==> src/rtl/sevenseg_pkg.sv <==
// sevenseg_pkg
// Shared constants for the 7-segment scan driver: active-low segment
// patterns for the decimal digits, the blank and dash patterns, the
// all-anodes-off value and a helper that turns a digit index into a
// one-hot-low anode vector.
// Segment vectors are ordered {g,f,e,d,c,b,a}; a 0 lights the segment.
package sevenseg_pkg;

  localparam logic [6:0] SEG_BLANK = 7'h7F;
  localparam logic [6:0] SEG_DASH  = 7'h3F;

  localparam logic [6:0] SEG_0 = 7'b1000000;
  localparam logic [6:0] SEG_1 = 7'b1111001;
  localparam logic [6:0] SEG_2 = 7'b0100100;
  localparam logic [6:0] SEG_3 = 7'b0110000;
  localparam logic [6:0] SEG_4 = 7'b0011001;
  localparam logic [6:0] SEG_5 = 7'b0010010;
  localparam logic [6:0] SEG_6 = 7'b0000010;
  localparam logic [6:0] SEG_7 = 7'b1111000;
  localparam logic [6:0] SEG_8 = 7'b0000000;
  localparam logic [6:0] SEG_9 = 7'b0010000;

  localparam logic [3:0] ANODE_OFF = 4'b1111;

  // Digit index 0 is the rightmost digit, driven by an[0].
  function automatic logic [3:0] anode_select(input logic [1:0] idx);
    return ~(4'b0001 << idx);
  endfunction

endpackage

==> src/rtl/bcd_to_7seg.sv <==
// bcd_to_7seg
// Combinational BCD nibble to active-low 7-segment pattern decoder.
// Nibbles above 9 are not valid BCD and are shown as a single dash so a
// corrupted value is visible on the display instead of a random glyph.
// Ports:
//   nibble  in  4  BCD digit
//   seg     out 7  {g,f,e,d,c,b,a}, active-low
module bcd_to_7seg
  import sevenseg_pkg::*;
(
  input  logic [3:0] nibble,
  output logic [6:0] seg
);

  always_comb begin
    seg = SEG_DASH;
    case (nibble)
      4'd0:    seg = SEG_0;
      4'd1:    seg = SEG_1;
      4'd2:    seg = SEG_2;
      4'd3:    seg = SEG_3;
      4'd4:    seg = SEG_4;
      4'd5:    seg = SEG_5;
      4'd6:    seg = SEG_6;
      4'd7:    seg = SEG_7;
      4'd8:    seg = SEG_8;
      4'd9:    seg = SEG_9;
      default: seg = SEG_DASH;
    endcase
  end

endmodule

==> src/rtl/sevenseg_scan_driver.sv <==
// sevenseg_scan_driver
// Time-multiplexes two packed-BCD bytes onto a 4-digit common-anode
// 7-segment display. Each frame is four digit slots of REFRESH_DIV cycles;
// the first BLANK_CYCLES of every slot keep all anodes off so the previous
// digit's segments cannot ghost onto the next anode. Inputs are snapshotted
// once per frame so a value changing mid-frame never tears. The left-pair
// tens digit can be suppressed when zero (LZ_BLANK_LEFT).
// Optional feature: define SEVENSEG_BLINK_EN to blink digits 3..2 while
// blink_left is set; without it blink_left is ignored.
// Ports:
//   clk            in  1  system clock
//   rst            in  1  synchronous active-high reset
//   display_left   in  8  BCD, [7:4] -> digit 3, [3:0] -> digit 2
//   display_right  in  8  BCD, [7:4] -> digit 1, [3:0] -> digit 0
//   blink_left     in  1  blink request for digits 3..2
//   an             out 4  anode enables, active-low, an[0] = rightmost
//   seg            out 7  {g,f,e,d,c,b,a}, active-low
//   dp             out 1  decimal point, active-low, always off
module sevenseg_scan_driver
  import sevenseg_pkg::*;
#(
  parameter int REFRESH_DIV   = 100000,
  parameter int BLANK_CYCLES  = 16,
  parameter int LZ_BLANK_LEFT = 1,
  parameter int BLINK_DIV     = 25000000
) (
  input  logic       clk,
  input  logic       rst,
  input  logic [7:0] display_left,
  input  logic [7:0] display_right,
  input  logic       blink_left,
  output logic [3:0] an,
  output logic [6:0] seg,
  output logic       dp
);

  localparam int PW = (REFRESH_DIV > 1) ? $clog2(REFRESH_DIV) : 1;
  localparam logic [PW-1:0] PRESCALE_MAX = PW'(REFRESH_DIV - 1);
  localparam logic [PW-1:0] BLANK_END    = PW'(BLANK_CYCLES);

  logic [PW-1:0] prescaler;
  logic [1:0]    digit_idx;
  logic [7:0]    shadow_left;
  logic [7:0]    shadow_right;
  logic          tick;
  logic          frame_start;
  logic [7:0]    cur_left;
  logic [7:0]    cur_right;
  logic [3:0]    nibble;
  logic [6:0]    dec_seg;
  logic [6:0]    seg_next;
  logic [3:0]    an_next;
  logic          in_blank;
  logic          lz_mute;
  logic          blink_mute;
  logic          unused_cfg;

  assign tick        = (prescaler == PRESCALE_MAX);
  assign frame_start = (prescaler == '0) && (digit_idx == 2'd0);
  assign in_blank    = (prescaler < BLANK_END);
  assign dp          = 1'b1;

  // In the snapshot cycle the freshly sampled inputs are what the shadow
  // will hold, so decode from them directly; this keeps the frame coherent
  // even when BLANK_CYCLES is zero and slot 0 is visible immediately.
  assign cur_left  = frame_start ? display_left  : shadow_left;
  assign cur_right = frame_start ? display_right : shadow_right;

  // blink_left and BLINK_DIV only matter when blinking is compiled in.
  assign unused_cfg = blink_left ^ (BLINK_DIV > 0);

  // Pick the nibble belonging to the digit currently being scanned.
  always_comb begin
    nibble = cur_right[3:0];
    case (digit_idx)
      2'd0: nibble = cur_right[3:0];
      2'd1: nibble = cur_right[7:4];
      2'd2: nibble = cur_left[3:0];
      2'd3: nibble = cur_left[7:4];
      default: nibble = cur_right[3:0];
    endcase
  end

  bcd_to_7seg u_decoder (
    .nibble (nibble),
    .seg    (dec_seg)
  );

  assign lz_mute = (LZ_BLANK_LEFT != 0) && (digit_idx == 2'd3) &&
                   (cur_left[7:4] == 4'd0);

`ifdef SEVENSEG_BLINK_EN
  localparam int BW = (BLINK_DIV > 1) ? $clog2(BLINK_DIV) : 1;
  localparam logic [BW-1:0] BLINK_MAX = BW'(BLINK_DIV - 1);

  logic [BW-1:0] blink_cnt;
  logic          blink_phase;
  logic          shadow_blink;
  logic          cur_blink;

  assign cur_blink  = frame_start ? blink_left : shadow_blink;
  assign blink_mute = !blink_phase && cur_blink && digit_idx[1];

  // Free-running blink timebase; phase 1 means the digits are visible.
  // The blink request is captured with the frame data so it cannot tear.
  always_ff @(posedge clk) begin
    if (rst) begin
      blink_cnt    <= '0;
      blink_phase  <= 1'b1;
      shadow_blink <= 1'b0;
    end else begin
      if (blink_cnt == BLINK_MAX) begin
        blink_cnt   <= '0;
        blink_phase <= ~blink_phase;
      end else begin
        blink_cnt <= blink_cnt + 1'b1;
      end
      if (frame_start) begin
        shadow_blink <= blink_left;
      end
    end
  end
`else
  assign blink_mute = 1'b0;
`endif

  // Next output values; the anode still scans while a digit is muted so
  // the duty cycle of the remaining digits does not change.
  always_comb begin
    an_next  = ANODE_OFF;
    seg_next = SEG_BLANK;
    if (!in_blank) begin
      an_next = anode_select(digit_idx);
      if (lz_mute || blink_mute) begin
        seg_next = SEG_BLANK;
      end else begin
        seg_next = dec_seg;
      end
    end
  end

  // Slot timing, frame snapshot and registered outputs.
  always_ff @(posedge clk) begin
    if (rst) begin
      prescaler    <= '0;
      digit_idx    <= 2'd0;
      shadow_left  <= 8'h00;
      shadow_right <= 8'h00;
      an           <= ANODE_OFF;
      seg          <= SEG_BLANK;
    end else begin
      if (tick) begin
        prescaler <= '0;
        digit_idx <= digit_idx + 2'd1;
      end else begin
        prescaler <= prescaler + 1'b1;
      end
      if (frame_start) begin
        shadow_left  <= display_left;
        shadow_right <= display_right;
      end
      an  <= an_next;
      seg <= seg_next;
    end
  end

endmodule

==> config.mk <==
export PLATFORM = sky130hd
export DESIGN_NAME = sevenseg_scan_driver
export DESIGN_NICKNAME = d
export VERILOG_FILES = /design/src/rtl/sevenseg_pkg.sv /design/src/rtl/bcd_to_7seg.sv /design/src/rtl/sevenseg_scan_driver.sv
export SDC_FILE = /design/constraint.sdc
export NUM_CORES = 1
export LEC_CHECK = 0
export ABC_AREA = 1
export BUFFER_PORTS_ARGS = -buffer_cell sky130_fd_sc_hd__buf_2
export CORE_UTILIZATION = 57
export CTS_CLUSTER_DIAMETER = 200
export DETAILED_ROUTE_END_ITERATION = 10
export GPL_TIMING_DRIVEN = 0
export PLACE_DENSITY = 0.79
export SETUP_SLACK_MARGIN = 0.3
export SYNTH_ARGS = -nofsm -noshare
export SYNTH_HDL_FRONTEND = slang
export SYNTH_SLANG_ARGS = --single-unit
==> constraint.sdc <==
create_clock -name clk -period 2.9 [get_ports clk]
set_clock_uncertainty 0.2 [all_clocks]
set_input_delay 0.58 -clock clk [delete_from_list [all_inputs] [get_ports clk]]
set_output_delay 0.58 -clock clk [all_outputs]
set_load 0.005 [all_outputs]
Word level (Yosys, flattened, before mapping)
Memories as Yosys holds them, arrays and structs flattened. A register that Yosys moved wholly into a read port is not among the register bits.
Cells that the tools add are included.
{"block": "totals", "rom_bits": 112, "wordCells": 26, "register_bits": 39, "n_memories": 1}
{"block": "classes", "reduce_logical": 8, "n_shift": 1, "muxes": 3, "n_lt_le_gt_ge": 1, "eq_ne": 4, "bitwise": 1, "add_sub_neg": 2}
{"name": "(no name shown)", "depth": 16, "width": 7, "rd": 1, "rd_ports_with_merged_regs": 1, "write_ports": 0, "line": "bcd_to_7seg.sv:17", "rtl": "case (nibble)"}
{"op": "$add 17x1->17 const B", "count": 1}
{"op": "$eq 17x17->1 const B", "count": 1}
{"op": "$logic_not 17->1", "count": 1}
{"op": "$lt 17x5->1 const B", "count": 1}
{"op": "$mux 8", "count": 2}
{"op": "$pmux 4 s4", "count": 1}
{"op": "$eq 2x2->1 const B", "count": 2}
{"op": "$logic_not 4->1", "count": 1}
{"op": "$not 4->4", "count": 1}
{"op": "$reduce_or 2->1", "count": 2}
{"op": "$shl 1x2->4 const A", "count": 1}
{"op": "$reduce_or 3->1", "count": 1}
{"op": "$add 2x1->2 const B", "count": 1}
{"op": "$eq 2x1->1 const B", "count": 1}
{"op": "$logic_and 1x1->1", "count": 2}
{"op": "$logic_not 2->1", "count": 1}

Depth between registers and ports, before layout
{"block": "logic_depth", "word_depth": 6, "ltp_mapped": 20}

Cells and area by module
A second synthesis with hierarchy kept.
{"block": "hier_totals", "hier_cells": 348, "area_unflattened_um2": 2501.1}
{"mod": "sevenseg_scan_driver", "area_each_um2": 2313.5, "n_inst": 1, "cells_each": 313}
{"mod": "bcd_to_7seg", "area_each_um2": 187.7, "n_inst": 1, "cells_each": 35}

Worst setup path after synthesis
OpenSTA, ideal clock, no wires.
{"block": "synth_path", "kind": "reg2reg", "start": "register digit_idx[0]", "end": "register seg[6]", "stages_incl_launch_ff": 18, "setup_slack_ps": 426, "n_path_buf": 2, "setup_time_ps": 117, "arrival_ps": 2158, "path_cell_list": "dfxtp_1 inv_1 ha_1 nand3_1 nor2_4 nand3_2 buf_6 buf_12 nand2_4 nand2_1 nand2_1 nand2_1 o21ai_2 inv_1 ha_1 nand3b_1 nand3_1 nand2_1"}
{"block": "synth_between", "elab_chain_len": 6}
{"element": "from (decl)", "line": "sevenseg_scan_driver.sv:42", "rtl": "logic [1:0] digit_idx;"}
{"element": "from (signal assigned)", "line": "sevenseg_scan_driver.sv:154", "rtl": "digit_idx <= digit_idx + 2'd1;"}
{"element": "$logic_not 2->1", "line": "sevenseg_scan_driver.sv:59, sevenseg_scan_driver.sv:75"}
{"element": "$logic_and 1x1->1", "line": "sevenseg_scan_driver.sv:59", "rtl": "assign frame_start = (prescaler == '0) && (digit_idx == 2'd0);"}
{"element": "$mux 8"}
{"element": "$logic_not 4->1", "line": "sevenseg_scan_driver.sv:90", "rtl": "(cur_left[7:4] == 4'd0);"}
{"element": "$logic_and 1x1->1", "line": "sevenseg_scan_driver.sv:89", "rtl": "assign lz_mute = (LZ_BLANK_LEFT != 0) && (digit_idx == 2'd3) &&"}
{"element": "$reduce_or 3->1 (no line)"}
{"element": "to (decl)", "line": "sevenseg_scan_driver.sv:33", "rtl": "output logic [6:0] seg,"}
Parallel ways exist; a longest one is shown, timed or not.
A chain may end at the register's enable or synchronous reset.

Worst setup path in the final report
{"block": "layout_path", "start": "register digit_idx[0]", "end": "register seg[5]"}
The elaborated chain is that of the path after synthesis.

==> key figures <==
Outcome
  – Status: complete, no violations

Setup path
  – WP data arrival: 2520 ps
  – Depth of the most critical reg-to-reg path: 18
  – Termination of the worst setup path: seg[5]$_SDFF_PP1_
  – Reg2Reg Launch Point: digit_idx[0]$_SDFFE_PP0P_
  – Critical Path Slowest Stage Cell: dfxtp_2
  – Worst Setup SP: digit_idx[0]$_SDFFE_PP0P_
  – Delay of the slowest critical-path stage: 350 ps
  – Worst EP required: 2890 ps
  – Crit end category: flip-flop
  – Crit Path Class: flip-flop to flip-flop
  – Worst Path Max Fanout: 8
  – Reg-to-reg endpoint: seg[5]$_SDFF_PP1_
  – Slack of the worst reg-to-reg path: 360 ps
  – Kind of start point of the critical path: flip-flop
  – Crit-path cells: inv_2, ha_2, nand3_2, nor2_4, nand3_2, buf_8, buf_12, nand2_4, nand2_2, nand2_2, nand2_2, o21ai_4, inv_2, ha_1, inv_1, nand3_1, nand3_1, nand3_1

Clock tree
  – Total number of H-tree levels: 2
  – Total CTS buffers: 5
  – Root buffer selected by CTS: clkbuf_8
  – Clock sink count: 46
  – Largest buffer count on any clock path: 2
  – Clock Pin Slew Worst Setup and Hold Paths: 80 ps
  – Clk_lat worst skew: 300 ps
  – Clock tree from TritonCTS: built

Logic synthesis
  – Synth top area cells: dfxtp_1, nand2_1, inv_1, ha_1, nor2_1
  – Cell with the most instances after synthesis: nand2_1
  – Flip-flop cell with the highest count after synthesis: dfxtp_1
  – Commonest cells in the synthesized netlist: nand2_1, inv_1, dfxtp_1, nor2_1, nand3_1
  – Gate Count Post-Synth: 336
  – Post-Synth XOR/XNOR Area: 1.421%
  – Adder-Cell Fraction of Synth Area: 6.596%
  – Compound-Gate Fraction of Synth Area: 7.103%
  – Syn nets: 368
  – Number of storage elements in the synthesis netlist: 46
  – Number of synthesized flops with an enable pin: 0
  – Fraction of the mapped netlist area in simple logic gates: 36.58%
  – Dominant combinational cell family by area after synthesis: simple AND/OR/NAND/NOR gates
  – Synth warnings: 0
  – Number of different library cells in the post-synthesis netlist: 35
  – Largest area contributor in the netlist: dfxtp_1
  – Share of cell area taken by muxes after synthesis: 0%
  – Async S/R FF share, synth: 0%
  – Post-Syn Area per Cell: 7.340 sq um
  – Post-synthesis sequential area ratio: 37.34%
  – Share of the synthesized area in the top cell type: 37.34%
  – Netlist Area Pre-Place: 2466 sq um

Die
  – Die X-Extent: 67.78 um
  – Starting density of the core: 60.35%
  – CORE AREA: 4086 sq um
  – Number of primary I/O pins: 31
  – Die Height: 67.78 um
  – Number of placement rows: 23
  – Full die area: 4593 sq um

Finish
  – Share of cells above drive strength 1: 28.27%
  – # fillers: 337
  – Antenna diode count: 0
  – Area delta synth->final: 20.70%
  – Post-layout nets: 413
  – Area of all sequential standard cells: 924.6 sq um
  – Area taken by multi-input logic gates: 1359 sq um

Placement
  – Number of I/O port buffers: 27
  – Total half-perimeter wirelength after legalization and detailed placement: 3586 um
  – Routability congestion estimate: 0.8147

Drt
  – First-pass DRT Iterations: 4
  – Final wirelength: 5031 um
  – Remaining DRCs: 0
  – Starting DRT DRC Count: 126
  – Vias after detailed routing: 2,170
  – Average wire length per cell after detail routing: 11.65 um
  – Avg Vias per Cell: 5.023
  – Post-route antenna net violation count: 0

Global routing
  – Total routing usage reported by global routing: 24.37%
  – Number of global-route vias before repair: 2,027
  – Pin count of the biggest net entering global routing: 14
  – Overall overflow remaining after global route: 0
  – Global-route wire length before repair: 8349 um
  – Antenna violations before repair: 0

Power and ir drop
  – Worst voltage drop across the vdd grid: 0.2994 mV
  – Total chip power: 1.485 mW
  – Share of power burned in registers: 45.3%
  – Switching Fraction: 28.17%
  – Share of total power in the clock network: 31.5%
  – Power per standard cell area: 499.0 nW/um^2
  – Psw: 418.3 uW
  – Combinational Power Share: 23.2%
  – Reported leakage power: 1.325 nW
  – Internal power of the cells: 1.067 mW

Timing
  – Setup repair after global routing missed its margin: yes
  – Max_slew headroom: 65.36%
  – Setup-violating endpoint count in the final report: 0
  – Timing-limited maximum frequency: 394.3 MHz
  – Worst-margin pin slew: 512.8 ps
  – Hold Violations, Final: 0
  – Sum of negative setup slack: 0 ps
  – Final number of max-transition violations: 0
  – Post-route fraction of the period consumed by the critical path: 87.46%
  – Crit path time final: 2536 ps

Min path
  – Type of the tightest min-delay check: flip-flop to flip-flop

Flow run
  – Number of maximum-capacitance constraint violations: 0
## worst min path at each step
stage	from	cells after the start	end	slack [ps]
final	prescaler[0]$_SDFF_PP0_	1	prescaler[0]$_SDFF_PP0_	230
after detailed placement	prescaler[0]$_SDFF_PP0_	1	prescaler[0]$_SDFF_PP0_	250
after global routing	prescaler[0]$_SDFF_PP0_	1	prescaler[0]$_SDFF_PP0_	250
after global placement	prescaler[0]$_SDFF_PP0_	1	prescaler[0]$_SDFF_PP0_	230
after CTS	prescaler[0]$_SDFF_PP0_	1	prescaler[0]$_SDFF_PP0_	220
after floorplan	prescaler[0]$_SDFF_PP0_	1	prescaler[0]$_SDFF_PP0_	220
## metal layers
metal / global-route usage [%] / up-vias / routed length (um)
met3: 5.574 / 5 / 219
met4: 8.854 / 0 / 40
met1: 26.87 / 990 / 2081
li1: - / 1132 / -
met2: 44.93 / 43 / 2690
met5: 0 / - / 0
## flip-flops by register name (all words and copies together) (netlist names)
register	cells
shadow_right	8
shadow_left	8
seg	7
prescaler	17
digit_idx	2
an	4
## layout by cell type (no fill, tap or decap), types with 7 or more instances in the layout
| master | count |
|---|---|
| nand2_1 | 60 |
| inv_1 | 49 |
| dfxtp_1 | 43 |
| nor2_1 | 39 |
| buf_2 | 27 |
| nand3_1 | 25 |
| nand2_2 | 15 |
| a21oi_1 | 11 |
| buf_4 | 9 |
| nand4_1 | 8 |
| ha_1 | 8 |
| inv_2 | 7 |
## worst max-delay path, delay by kind of cell (launching register included)
kind	cells	cell delay, ps
buf+inv	5	520
simple gates	10	790
fa+ha+maj	2	370
compound gates	1	200
flops	1	350
## what timing repair did
| action | 4_1_cts | 5_1_grt |
|---|---|---|
| gates resized for setup | 6 | 36 |
| hold buffers | 0 | 0 |
| setup buffers | 5 | 5 |
| gates cloned | 0 | 1 |
| setup endpoints to repair | 6 | 17 |
| pin swaps | 2 | 13 |
## final cells by class
type | count | area share (%)
clock inverter | 1 | 1.009
tap | 50 | 2.102
multi-input combinational | 227 | 45.65
clock buffer | 7 | 2.564
timing repair buffer | 38 | 8.155
sequential | 46 | 31.06
buffer | 6 | 1.850
inverter | 57 | 7.608
## power by group through the flow
stage	logic (mW)	registers [mW]	clock network [mW]
floorplan	0.217	0.685	0
global placement	0.262	0.686	0
detailed placement	0.269	0.687	0
CTS	0.291	0.672	0.478
global route	0.386	0.676	0.507
finish	0.345	0.673	0.467
## kinds of logic after synthesis
kind of cell	after synthesis
buffers and inverters	63
xor gates and xnor gates	4
and+or+nand+nor	182
adders and majority gates	13
other	1
AOI/OAI and AO/OA	27
DFF	46
## through the flow
| stage | setup slack (ps) | instance area [sq um] | hold slack [ps] | utilization (%) | instances |
|---|---|---|---|---|---|
| 6_report | 363.6 | 2977 | 230.5 | 72.84 | 432 |
| 5_1_grt | 228.0 | 2977 | 247.1 | 72.84 | 432 |
| 4_1_cts | 304.4 | 2823 | 223.0 | 69.08 | 426 |
| 3_5_place_dp | 79.35 | 2664 | 246.6 | 65.19 | 413 |
| 3_3_place_gp | 134.7 | 2664 | 231.7 | 65.19 | 413 |
| 2_1_floorplan | 425.5 | 2466 | 217.3 | - | 336 |
(Power assumes the default switching activity.)
